**config.mk**
```make
export PLATFORM = sky130hd
export DESIGN_NAME = uart_tx
export DESIGN_NICKNAME = d
export VERILOG_FILES = /design/src/rtl/uart_tx.sv
export SDC_FILE = /design/constraint.sdc
export NUM_CORES = 1
export LEC_CHECK = 0
export BUFFER_PORTS_ARGS = -buffer_cell sky130_fd_sc_hd__buf_2
export CAP_MARGIN = 15
export CORE_MARGIN = 2
export CORE_UTILIZATION = 33
export DETAILED_ROUTE_END_ITERATION = 10
export PLACE_DENSITY = 0.55
export SETUP_SLACK_MARGIN = 0.2
export SYNTH_ARGS = -nofsm -noshare
export SYNTH_HDL_FRONTEND = slang
export SYNTH_SLANG_ARGS = --single-unit
```
**constraint.sdc**
```tcl
create_clock -name clk -period 1.3 [get_ports clk]
set_input_delay 0.13 -clock clk [delete_from_list [all_inputs] [get_ports clk]]
set_output_delay 0.13 -clock clk [all_outputs]
set_load 0.05 [all_outputs]
```
**src/rtl/uart_tx.sv**
```systemverilog
// UART transmitter: 11-bit frame (start, 8 data bits LSB first, parity or
// second stop, stop). Bit timing comes from an external one-clk baud_trig
// strobe shared with the receiver. The line output is registered and lags
// the state machine by exactly one clk, which keeps every bit one baud
// period long.
module uart_tx #(
   parameter int PARITY_EN  = 1,  // 1: bit9 is parity, 0: bit9 is a second stop bit
   parameter int PARITY_ODD = 0   // 1: odd parity, 0: even parity
) (
   input  logic       clk,
   input  logic       rst,
   input  logic       baud_trig,
   input  logic       tx_valid,
   input  logic [7:0] tx_data,
   output logic       tx_ready,
   output logic       tx,
   output logic       busy,
   output logic       done_tx
);

   typedef enum logic [2:0] {
      IDLE,
      ALIGN,
      START,
      DATA,
      PAR,
      STOP
   } state_t;

   state_t     state_reg,  state_next;
   logic [7:0] shift_reg,  shift_next;
   logic [2:0] count_reg,  count_next;
   logic       parity_reg, parity_next;
   logic       tx_reg,     tx_next;
   logic       busy_reg,   busy_next;
   logic       done_reg,   done_next;

   // A new byte can only be taken while nothing is in flight.
   assign tx_ready = (state_reg == IDLE);
   assign tx       = tx_reg;
   assign busy     = busy_reg;
   assign done_tx  = done_reg;

   // State and datapath registers; reset aborts any frame and idles the line.
   always_ff @(posedge clk or posedge rst) begin
      if (rst) begin
         state_reg  <= IDLE;
         shift_reg  <= 8'h00;
         count_reg  <= 3'd0;
         parity_reg <= 1'b0;
         tx_reg     <= 1'b1;
         busy_reg   <= 1'b0;
         done_reg   <= 1'b0;
      end else begin
         state_reg  <= state_next;
         shift_reg  <= shift_next;
         count_reg  <= count_next;
         parity_reg <= parity_next;
         tx_reg     <= tx_next;
         busy_reg   <= busy_next;
         done_reg   <= done_next;
      end
   end

   // Next-state and line-level logic. The line value is derived from the
   // current state, so it appears on tx one clk after the state changes.
   always_comb begin
      state_next  = state_reg;
      shift_next  = shift_reg;
      count_next  = count_reg;
      parity_next = parity_reg;
      busy_next   = busy_reg;
      done_next   = 1'b0;
      tx_next     = 1'b1;

      case (state_reg)
         IDLE: begin
            // baud_trig is deliberately ignored here: even a coinciding
            // strobe must not start the frame, ALIGN waits for the next one.
            tx_next = 1'b1;
            if (tx_valid) begin
               shift_next  = tx_data;
               parity_next = (^tx_data) ^ (PARITY_ODD != 0);
               busy_next   = 1'b1;
               state_next  = ALIGN;
            end
         end

         ALIGN: begin
            // Hold the line idle until a bit boundary so the start bit is
            // a full baud period long.
            tx_next = 1'b1;
            if (baud_trig) begin
               state_next = START;
            end
         end

         START: begin
            tx_next = 1'b0;
            if (baud_trig) begin
               count_next = 3'd0;
               state_next = DATA;
            end
         end

         DATA: begin
            tx_next = shift_reg[0];
            if (baud_trig) begin
               shift_next = {1'b0, shift_reg[7:1]};
               count_next = count_reg + 3'd1;
               if (count_reg == 3'd7) begin
                  state_next = PAR;
               end
            end
         end

         PAR: begin
            tx_next = (PARITY_EN != 0) ? parity_reg : 1'b1;
            if (baud_trig) begin
               state_next = STOP;
            end
         end

         STOP: begin
            tx_next = 1'b1;
            if (baud_trig) begin
               busy_next  = 1'b0;
               done_next  = 1'b1;
               state_next = IDLE;
            end
         end

         default: begin
            state_next = IDLE;
         end
      endcase
   end

endmodule

```
* Yosys cells after proc, flatten, opt, wreduce, memory -nomap -nowiden
Cells that the tools add are included.
** Storage, ports and cells
- Bits in registers :: 18
- Bits of input ports :: 12
- Output and inout port bits :: 4
- Word-level logic and storage cells :: 50
** Cells by class
- $add $sub $neg :: 1
- Eq/ne operators :: 13
- Multiplexer cells :: 19
- Reductions and logical operators :: 10
** Operators by type and width (number)
- 2-to-1 mux 3 bit :: 8
- one-hot mux 3 bit (6 select lines) :: 1
- 2-to-1 mux 8 bit :: 2
- one-hot mux 8 bit (2 select lines) :: 1
- inequality test 2 bit, second input constant :: 7
- equality test 3 bit, second input constant :: 3
- AND reduction 3 bit :: 3
- parity 8 bit :: 1
- AND reduction 7 bit :: 1
- equality test 3 x 2 -> 1 bit, second input constant :: 2
- one-hot mux 3 bit (2 select lines) :: 1
- nonzero test 2 bit :: 3
- 2-to-1 mux 1 bit :: 4
- adder 3 x 1 -> 3 bit, second input constant :: 1
- equality test 3 x 1 -> 1 bit, second input constant :: 1
- zero test 3 bit :: 1
- one-hot mux 1 bit (3 select lines) :: 1
- one-hot mux 1 bit (2 select lines) :: 1
- AND reduction 2 bit :: 1

* Longest topological paths before layout
- Word-level depth :: 4
- Gate-level depth with buffers :: 6
- Gate-level depth less buffers :: 4

* Worst setup path after synthesis
Ideal clock, no wire load.
- Path type :: reg-to-output
- Start point :: register state_reg[0]
- End point :: output port tx_ready
- Arrival :: 1.769 ns
- Data required time :: 1.170 ns
- Slack :: -0.599 ns
- Cell stages (with the launch flop) :: 4
- Buffers on the path :: 2
- Cell sequence :: dfrtp_1 > buf_6 > clkbuf_1 > nor3_1
** Between the ends
- Word-level cells in the longest chain between the ends :: 1
** Ends and longest elaborated chain
- from (decl) :: line 30 : state_t state_reg, state_next;
- from (signal assigned) :: line 55 : state_reg <= state_next;
- zero test 3 bit :: line 39 : assign tx_ready = (state_reg == IDLE);
- to (decl) :: line 15 : output logic tx_ready,
Every way passes these cells.

* Worst setup path in the final report
- Start point :: register state_reg[0]
- End point :: register shift_reg[7]
** Between the ends
- Word-level cells in the longest chain between the ends :: 3
- Elaborated cells between the ends (all ways) :: 7
- Classes of those cells :: eq/ne: 3; mux: 1; reduce/logical: 3
** Ends and longest elaborated chain
- equality test 3 x 2 -> 1 bit / zero test 3 bit (equally long branches) :: line 76 : case (state_reg)
- inequality test 2 bit (no line) / nonzero test 2 bit (equally long branches)
- AND reduction 3 bit (no line)
- to (signal assigned) :: line 56 : shift_reg <= shift_next;
- to (decl) :: line 31 : logic [7:0] shift_reg, shift_next;
Several ways; a longest one is shown, not always the timed one.
A chain may end at the register's enable or synchronous reset.

==> results.json <==
{
  "rsz0062_at_grt": "yes",
  "nFillCells": 263,
  "synthMuxAreaShare": 0.07273,
  "avgSynthCellArea_sq_um": 9.932,
  "place_area_sq_um": 1176,
  "clockBufferDepth": 2,
  "cts_inserted_buffers": 3,
  "seq_area_frac_synth": 0.4688,
  "post_drt_wl_per_cell_microns": 12.61,
  "routabilityCongestion": 0.7541,
  "routed_wl_microns": 2043,
  "powerDensity_nw_per_um2": 2148,
  "slew_viol_final": 0,
  "slowest_delay_ps": 440,
  "outcome": "finished with violations",
  "synth_xor_area_frac": 0.06364,
  "syn_to_final_growth_pct": 48.31,
  "setup_viol": 9,
  "irDropWorstVdd_v": 0.001200,
  "start_kind": "flip-flop",
  "start_util": 0.3494,
  "violations": "setup timing",
  "netlist_area_sq_um": 963.4,
  "antenna_found_initial": 0,
  "htreeDepth": 1,
  "worstSetupEndpointType": "flip-flop",
  "multi_input_area_sq_um": 619.3,
  "cpMaxStageDelayCell": "dfrtp_1",
  "rows": 19,
  "finalWorstSetupSlack_ps": -112.0,
  "n_antenna_cell": 0,
  "synth.net_count": 111,
  "tightest_slew_ps": 243.9,
  "crit_arrival_ps": 1610,
  "slew_headroom": 0.8374,
  "die_area_sq_um": 3367,
  "final_hold_viol_count": 0,
  "die_h_microns": 58.03,
  "fin_nets": 146,
  "overflow": 0,
  "cap_violations": 0,
  "yosys_warnings": 0,
  "synthDistinctLibCells": 29,
  "route.detailed.drc": 0,
  "clock-sinks": 18,
  "routed_via_density": 4.852,
  "cts_tree": "built",
  "drt_iter0_drc": 17,
  "clk-insertion-delay-late_ps": 300,
  "grt.total_usage": 0.1379,
  "dp_hpwl_microns": 1368,
  "worstPathMaxFanout": 3,
  "die_w_microns": 58.03,
  "io_pins": 16,
  "port_buffers": 15,
  "synth-compound-area-share": 0.1416,
  "finalCritPeriodShare": 1.086,
  "drive_gt1_frac": 0.5496,
  "grt_max_degree": 19,
  "synth-simple-area-share": 0.1727,
  "cts.clk_slew.worst_paths_ps": 110,
  "netlist_instances": 97,
  "ys_ff_latch": 18,
  "root_buffer": "clkbuf_4",
  "worst-setup-path-type": "flip-flop to flip-flop",
  "seq_area_sq_um": 451.7,
  "routed-via-count": 786,
  "ant_nets": 0,
  "grt_pass1_vias": 762,
  "drt_pre_antenna_iters": 4,
  "synth_top_family_by_area": "simple AND/OR/NAND/NOR gates",
  "layout_common_cells": "17 x dfrtp_1, 12 x buf_2, 11 x buf_4",
  "layout_min_cycle_time_ps": 1412,
  "grt_first_pass_wirelength_microns": 3553,
  "p_leak_nw": 0.6144,
  "core_area_sq_um": 2758,
  "yosys.area_share.adder": 0.03636,
  "finalClockSkew_ps": 5.794,
  "worst_ep_required_time_ps": 1490,
  "design_area_sq_um": 1429,
  "final_common_cell": "dfrtp_1",
  "largest_reg_flops": 8,
  "cp_cell_sequence": "or3b_4 -> a21oi_4 -> nor2b_1 -> a31o_2",
  "clock.fmax_ghz": 0.7082,
  "final.setup.tns_ps": -767.5,
  "hold_class": "input port to flip-flop"
}
==> path summary, 6_finish.rpt <==
path                                 to         start  cells after the start  slack [ps]
max reg2reg                shift_reg[7]  state_reg[0]                      4        -110
max in group asynchronous            tx           rst                      4         660
min in group asynchronous  count_reg[0]           rst                      4         380
min                        shift_reg[7]    tx_data[7]                      2         100
max                        shift_reg[7]  state_reg[0]                      4        -110
min reg2reg                          tx  shift_reg[0]                      2         510
==> Yosys cell counts (all sizes together) <==
| master | number | area [sq um] |
|---|---|---|
| dfrtp | 17 | 425.4 |
| a21oi | 13 | 87.59 |
| nor2 | 12 | 45.04 |
| nand2 | 9 | 36.29 |
| mux2i | 7 | 70.07 |
| xnor2 | 7 | 61.31 |
| o21ai | 5 | 25.02 |
| buf | 3 | 27.52 |
| nand2b | 3 | 18.77 |
| nor3 | 3 | 15.01 |
| clkbuf | 2 | 7.510 |
| ha | 2 | 25.02 |
| inv | 2 | 7.510 |
| a211oi | 1 | 7.510 |
| a21o | 1 | 7.510 |
| a31o | 1 | 8.760 |
| and2b | 1 | 7.510 |
| and3 | 1 | 6.260 |
| dfstp | 1 | 26.28 |
| maj3 | 1 | 10.01 |
| nand3 | 1 | 5.000 |
| nor2b | 1 | 6.260 |
| nor4b | 1 | 8.760 |
| or3 | 1 | 6.260 |
| or3b | 1 | 11.26 |
==> what timing repair did <==
action                                  CTS  global route
hold buffers                              1             0
endpoints found under the hold margin    17             0
cloned                                    1             0
gates resized for setup                  28            11
pin swaps                                 4             5
endpoints found under the setup margin   19            20
setup buffers                             4             3
==> worst max-delay path: cells and delay by family, from the launching register on <==
family           cells  cell delay, ps
AND/OR/NAND/NOR      2             470
flip-flops           1             440
AO/OA/AOI/OAI        2             400
==> per-stage QoR <==
stage / worst slack [ps] / hold slack [ps] / total power [mW] / util / instances
global route: -138.3 / 83.06 / 3.270 / 0.5181 / 162
CTS: -110.3 / 93.95 / 2.900 / 0.4923 / 159
global placement: -71.54 / 159.7 / 2.238 / 0.4265 / 149
finish: -112.0 / 102.2 / 3.070 / 0.5181 / 162
detailed placement: -105.3 / 165.1 / 2.280 / 0.4265 / 149
floorplan: -128.7 / 67.84 / 1.936 / - / 97
==> kinds of logic (layout without fill, tap and decap cells) <==
group | count (synthesis) | in the layout
DFF | 18 | 18
buffers and inverters | 7 | 41
and+or+nand+nor | 34 | 34
adders and majority gates | 3 | 3
AOI/OAI and AO/OA | 21 | 21
xor gates and xnor gates | 7 | 7
muxes | 7 | 7
==> cell type report <==
type | instances | area share
multi-input combinational | 72 | 0.4335
sequential | 18 | 0.3161
timing repair buffer | 35 | 0.1997
tap | 31 | 0.02715
clock buffer | 4 | 0.01839
inverter | 2 | 0.005254
==> metal layers <==
metal / vias to the layer above / track usage / share of wire
met5: - / 0 / 0
met2: 15 / 0.2273 / 0.48
met3: 5 / 0.04241 / 0.040
li1: 395 / - / -
met1: 371 / 0.1744 / 0.46
met4: 0 / 0.03987 / 0.013
==> where the power goes <==
| group | internal, mW | switching, mW | leakage, nW |
|---|---|---|---|
| sequential | 0.792 | 0.178 | 0.204 |
| clock | 0.119 | 0.178 | 0.0150 |
| combinational | 0.936 | 0.866 | 0.395 |
| total | 1.85 | 1.22 | 0.614 |
No activity file was read; power rests on OpenSTA's default activity.
